## config.mk

```make
export PLATFORM = sky130hd
export DESIGN_NAME = hssi_port_rst_seq
export DESIGN_NICKNAME = d
export VERILOG_FILES = /design/src/rtl/hssi_ss_rst_pkg.sv /design/src/rtl/hssi_bit_sync.sv /design/src/rtl/hssi_port_rst_seq.sv
export SDC_FILE = /design/constraint.sdc
export NUM_CORES = 1
export LEC_CHECK = 0
export BUFFER_PORTS_ARGS = -buffer_cell sky130_fd_sc_hd__buf_2
export CAP_MARGIN = 20
export CORE_MARGIN = 3
export CORE_UTILIZATION = 54
export CTS_CLUSTER_SIZE = 10
export DETAILED_ROUTE_END_ITERATION = 16
export GPL_TIMING_DRIVEN = 0
export PLACE_DENSITY_LB_ADDON = 0.25
export SLEW_MARGIN = 0
export SYNTH_ARGS = -nofsm -noshare
export SYNTH_HDL_FRONTEND = slang
export SYNTH_HIERARCHICAL = 1
export SYNTH_SLANG_ARGS = --single-unit
```

## constraint.sdc

```tcl
create_clock -name i_clk -period 2.2 [get_ports i_clk]
set_input_delay 0.44 -clock i_clk [delete_from_list [all_inputs] [get_ports i_clk]]
set_output_delay 0.44 -clock i_clk [all_outputs]
set_load 0.05 [all_outputs]
```

## src/rtl/hssi_ss_rst_pkg.sv

```systemverilog
// Shared definitions for the HSSI port reset sequencer: state encodings,
// error bit positions and the state-to-output decode.
package hssi_ss_rst_pkg;

  typedef logic [2:0] state_t;

  localparam state_t ST_IDLE   = 3'd0;
  localparam state_t ST_ASSERT = 3'd1;
  localparam state_t ST_ACKED  = 3'd2;
  localparam state_t ST_REL_TX = 3'd3;
  localparam state_t ST_REL_RX = 3'd4;

  localparam int ERR_ASSERT = 0;
  localparam int ERR_REL_TX = 1;
  localparam int ERR_REL_RX = 2;

  // Returns {ack, rx_rst, tx_rst}; unused encodings decode like ASSERT.
  function automatic logic [2:0] out_decode(input state_t s);
    case (s)
      ST_IDLE:   out_decode = 3'b000;
      ST_ASSERT: out_decode = 3'b011;
      ST_ACKED:  out_decode = 3'b111;
      ST_REL_TX: out_decode = 3'b110;
      ST_REL_RX: out_decode = 3'b100;
      default:   out_decode = 3'b011;
    endcase
  endfunction

endpackage

```

## src/rtl/hssi_bit_sync.sv

```systemverilog
// Single-bit synchronizer: STAGES-deep flop chain for an asynchronous level.
module hssi_bit_sync #(
  parameter int STAGES = 2
) (
  input  logic clk,
  input  logic d,
  output logic q
);

  // NOTE: the chain carries no reset; it only ever holds a delayed copy of d
  // and a reset would just add a reset path into the metastability flops.
  (* async_reg = "true" *) logic [STAGES-1:0] sync_q;

  always_ff @(posedge clk) begin
    sync_q <= {sync_q[STAGES-2:0], d};
  end

  assign q = sync_q[STAGES-1];

endmodule

```

## src/rtl/hssi_port_rst_seq.sv

```systemverilog
// Sequences TX/RX resets of one HSSI port against a level request/ack
// handshake, with per-wait timeouts and sticky error flags.
module hssi_port_rst_seq
  import hssi_ss_rst_pkg::*;
#(
  parameter int SYNC_STAGES = 2,
  parameter int TIMEOUT_CYC = 4096
) (
  input  logic       i_clk,
  input  logic       i_rst,
  input  logic       i_req,
  output logic       o_ack,
  output logic       o_tx_rst,
  output logic       o_rx_rst,
  input  logic       i_tx_rst_ack,
  input  logic       i_rx_rst_ack,
  input  logic       i_tx_ready,
  input  logic       i_rx_ready,
  output logic [2:0] o_err,
  output logic [2:0] o_state
);

  localparam int CNT_W = $clog2(TIMEOUT_CYC);

  logic       tx_ack_s, rx_ack_s, tx_rdy_s, rx_rdy_s;
  state_t     state, next_state;
  logic [CNT_W-1:0] cnt;
  logic       timeout;
  logic [2:0] err_set;

  hssi_bit_sync #(.STAGES(SYNC_STAGES)) u_sync_tx_ack (.clk(i_clk), .d(i_tx_rst_ack), .q(tx_ack_s));
  hssi_bit_sync #(.STAGES(SYNC_STAGES)) u_sync_rx_ack (.clk(i_clk), .d(i_rx_rst_ack), .q(rx_ack_s));
  hssi_bit_sync #(.STAGES(SYNC_STAGES)) u_sync_tx_rdy (.clk(i_clk), .d(i_tx_ready),   .q(tx_rdy_s));
  hssi_bit_sync #(.STAGES(SYNC_STAGES)) u_sync_rx_rdy (.clk(i_clk), .d(i_rx_ready),   .q(rx_rdy_s));

  assign timeout = (cnt == CNT_W'(TIMEOUT_CYC - 1));

  // NOTE: every output of this block gets a default first so no path leaves
  // a value unassigned, which would otherwise infer a latch.
  always_comb begin
    next_state = ST_ASSERT;
    err_set    = '0;
    case (state)
      ST_IDLE:   next_state = i_req ? ST_ASSERT : ST_IDLE;
      ST_ASSERT: begin
        if (tx_ack_s && rx_ack_s) begin
          next_state = ST_ACKED;
        end else if (timeout) begin
          next_state          = ST_ACKED;
          err_set[ERR_ASSERT] = 1'b1;
        end else begin
          next_state = ST_ASSERT;
        end
      end
      ST_ACKED:  next_state = i_req ? ST_ACKED : ST_REL_TX;
      // The release runs to completion even if i_req rises again meanwhile.
      ST_REL_TX: begin
        if (!tx_ack_s && tx_rdy_s) begin
          next_state = ST_REL_RX;
        end else if (timeout) begin
          next_state          = ST_REL_RX;
          err_set[ERR_REL_TX] = 1'b1;
        end else begin
          next_state = ST_REL_TX;
        end
      end
      ST_REL_RX: begin
        if (!rx_ack_s && rx_rdy_s) begin
          next_state = ST_IDLE;
        end else if (timeout) begin
          next_state          = ST_IDLE;
          err_set[ERR_REL_RX] = 1'b1;
        end else begin
          next_state = ST_REL_RX;
        end
      end
      default:   next_state = ST_ASSERT;
    endcase
  end

  // NOTE: sequential state uses non-blocking assignments so every register
  // samples the pre-edge values regardless of statement order.
  always_ff @(posedge i_clk) begin
    if (i_rst) begin
      state    <= ST_ASSERT;
      cnt      <= '0;
      o_err    <= '0;
      o_tx_rst <= 1'b1;
      o_rx_rst <= 1'b1;
      o_ack    <= 1'b0;
    end else begin
      state <= next_state;
      o_err <= o_err | err_set;
      {o_ack, o_rx_rst, o_tx_rst} <= out_decode(next_state);
      if (next_state != state) begin
        cnt <= '0;
      end else if (state == ST_ASSERT || state == ST_REL_TX || state == ST_REL_RX) begin
        cnt <= cnt + 1'b1;
      end else begin
        cnt <= '0;
      end
    end
  end

  assign o_state = state;

endmodule

```

==> impl_metrics.env <==
export IMPL_run_status="complete, no violations"
export IMPL_period_share_pct=87.48
export IMPL_path_max_fanout=4
export IMPL_final_max_slew_viol_count=0
export IMPL_p_clk_share_pct=30.3
export IMPL_die_x_um=52.57
export IMPL_tritoncts="built"
export IMPL_grtUsageTotal_pct=18.12
export IMPL_die_area_sq_um=2764
export IMPL_antenna_found_initial=0
export IMPL_synth_area_top_cells="dfxtp_1 (50%), nor2_1 (6.7%), xor2_1 (5.2%)"
export IMPL_viasPerCell=5.052
export IMPL_max_stage_delay_ns=0.39
export IMPL_yosysSeqAreaShare_pct=49.57
export IMPL_start_util_pct=58.50
export IMPL_num_rows=16
export IMPL_synthFlopType="dfxtp_1"
export IMPL_r2r_slack_ns=0.28
export IMPL_grt_pass1_vias=798
export IMPL_ant_nets=0
export IMPL_num_vias=874
export IMPL_worst_setup_path_start_kind="flop"
export IMPL_ys_ff_latch=29
export IMPL_relSlewSlack_pct=73.48
export IMPL_hold_end="u_sync_rx_rdy/sync_q[0]"
export IMPL_cpMaxStageDelayCell="mux2_2"
export IMPL_regToRegStartpoint="cnt[0]"
export IMPL_drt_total_wl_um=1987
export IMPL_power_internal_uw=757.8
export IMPL_tns_ns=0
export IMPL_rsz0062_at_grt="false"
export IMPL_dp_hpwl_um=1423
export IMPL_switching_power_uw=284.6
export IMPL_ys_types=35
export IMPL_final_common_cell="dfxtp_1"
export IMPL_synth_edff_count=0
export IMPL_cellPowerDensity_nw_per_um2=780.8
export IMPL_fmax_ghz=0.5196
export IMPL_cts_resized=0
export IMPL_setup_ws_ns=0.2755
export IMPL_clockRootBuffer="clkbuf_4"
export IMPL_setup_viol=0
export IMPL_crit_arrival_ns=2.14
export IMPL_pin_count=16
export IMPL_finalNetCount=154
export IMPL_grt_pass1_wl_um=3532
export IMPL_portBuffers=15
export IMPL_cts_sinks=29
export IMPL_drc=0
export IMPL_place_congestion=0.8456
export IMPL_tightest_slew_ns=0.3948
export IMPL_drtPass1Iterations=4
export IMPL_post_route_min_period_ns=1.925
export IMPL_clk_pin_slew_ns=0.08
export IMPL_coreArea_sq_um=2002
export IMPL_worstHoldStart="i_rx_ready"
export IMPL_syn_inst=124
export IMPL_comb_power_share_pct=15.2
export IMPL_post_drt_wl_per_cell_um=11.49
export IMPL_synthArstFlopShare_pct=0
export IMPL_synth_top_area_cell="dfxtp_1"
export IMPL_n_antenna_cell=0
export IMPL_synth_area_per_cell_sq_um=9.445
export IMPL_total_power_mw=1.042
export IMPL_cts_buffers=5
export IMPL_r2r_cells=6
export IMPL_crit_type="reg2reg"
export IMPL_finalHoldViolCount=0
export IMPL_layout_common_cells="dfxtp_1 (29), nor2_1 (21), buf_2 (16)"
export IMPL_required_ns=2.41
export IMPL_post_cts_buffers=0
export IMPL_drt_initial_drc_count=8
export IMPL_skew_ns=0.01052
export IMPL_netlist_area_sq_um=1171
export IMPL_place_ws_ns=0.2724
export IMPL_synth_fp_nets=132
export IMPL_p_leak_nw=0.5498
export IMPL_peakVddDrop_mv=0.5433
export IMPL_clockBufferDepth=2
export IMPL_final_layout_size_suffix_gt1_share_pct=21.92
export IMPL_synthToLayoutAreaGrowth_pct=14.00
export IMPL_pwr_share_seq_pct=54.5
export IMPL_holdPathStages=1
export IMPL_synth_top_area_share_pct=49.57
export IMPL_cap_viol_max_count=0
export IMPL_postCtsHoldBufs=0
export IMPL_hp_class="in2reg"
export IMPL_r2r_end="o_ack"
export IMPL_cts_max_level=2
export IMPL_fillers=181
export IMPL_crit_chain="ha_1 -> nand2_1 -> nor4_4 -> mux2_2 -> or2_1 -> o21a_1"
export IMPL_clock_latency_ns=0.32
export IMPL_grt_max_degree=11
export IMPL_swShare_pct=27.30
export IMPL_die_y_um=52.57
export IMPL_end_kind="flop"
export IMPL_grt_overflow_total=0
export IMPL_yosysWarnings=6
-- state kept, by name (all words and copies together) (netlist names) --
name,count
cnt,12
o_ack,1
o_err,3
o_rx_rst,1
o_state,3
o_tx_rst,1
u_sync_rx_ack/sync_q,2
u_sync_rx_rdy/sync_q,2
u_sync_tx_ack/sync_q,2
u_sync_tx_rdy/sync_q,2
-- critical path: cells and delay by family, from the launching register on --
| kind | cells | cell delay (ns) |
|---|---|---|
| AOI/OAI and AO/OA | 1 | 0.16 |
| adders and majority gates | 1 | 0.23 |
| DFF | 1 | 0.38 |
| muxes | 1 | 0.39 |
| and+or+nand+nor | 3 | 0.67 |
-- power by group through the flow --
stage                     clock network (mW)  logic [mW]  registers, mW
after floorplan                            0      0.0825          0.619
after global placement                     0       0.155          0.579
after detailed placement                   0       0.158          0.581
after CTS                              0.333       0.160          0.568
after global routing                   0.359       0.172          0.572
final                                  0.316       0.158          0.568
-- synthesized netlist by cell type (2+ instances only) --
master,number
a21oi_1,3
nand4_1,2
a31oi_1,2
nor2_1,21
nor3_1,2
nand3b_1,3
and2_1,2
buf_6,2
xnor2_1,3
dfxtp_1,29
nand3_1,7
nand2_1,8
xor2_1,7
nand2b_1,2
inv_1,6
o21ai_1,3
o21ai_0,3
nand3_2,2
-- layout make-up --
cell class	count	area (sq um)	area share (%)
Buffer	3	27.53	2.062
Multi-Input combinational cell	86	540.5	40.49
Sequential cell	29	580.6	43.49
Tap cell	27	33.78	2.530
Timing Repair Buffer	15	75.07	5.623
Clock buffer	7	55.05	4.124
Inverter	6	22.52	1.687
-- routing by layer --
metal  up-vias  global-route usage, %  part of all wire, %
met5         -                      0                    0
met1       390                  22.79                   47
met3         5                  8.547                  6.0
met2        18                  25.62                   44
met4         0                  8.936                  2.3
li1        461                      -                    -
-- stage by stage --
| stage | utilization, % | std cells | area [sq um] | hold WS (ns) |
|---|---|---|---|---|
| floorplan | - | 124 | 1171 | 0.3096 |
| global placement | 63.94 | 166 | 1280 | 0.3110 |
| detailed placement | 63.94 | 166 | 1280 | 0.3121 |
| CTS | 66.69 | 173 | 1335 | 0.2030 |
| global route | 66.69 | 173 | 1335 | 0.1908 |
| finish | 66.69 | 173 | 1335 | 0.2233 |
-- cells by family (layout without fill, tap and decap cells) --
group	after synthesis	count (layout)	synth area share (%)
XOR/XNOR	10	10	7.479
flip-flops	29	29	49.57
adder cells (fa/ha/maj)	1	1	1.068
AO/OA/AOI/OAI	15	15	7.798
multiplexers	2	2	1.816
buffers and inverters	9	31	4.273
AND/OR/NAND/NOR	58	58	27.99
-- worst max path at each step --
stage                 from  endpoint  slack (ns)
floorplan           cnt[0]     o_ack        0.41
global placement    cnt[0]     o_ack        0.31
detailed placement  cnt[0]     o_ack        0.27
CTS                 cnt[0]     o_ack        0.25
global route        cnt[0]     o_ack        0.16
finish              cnt[0]     o_ack        0.28
Power figures use the tool's default switching activity.
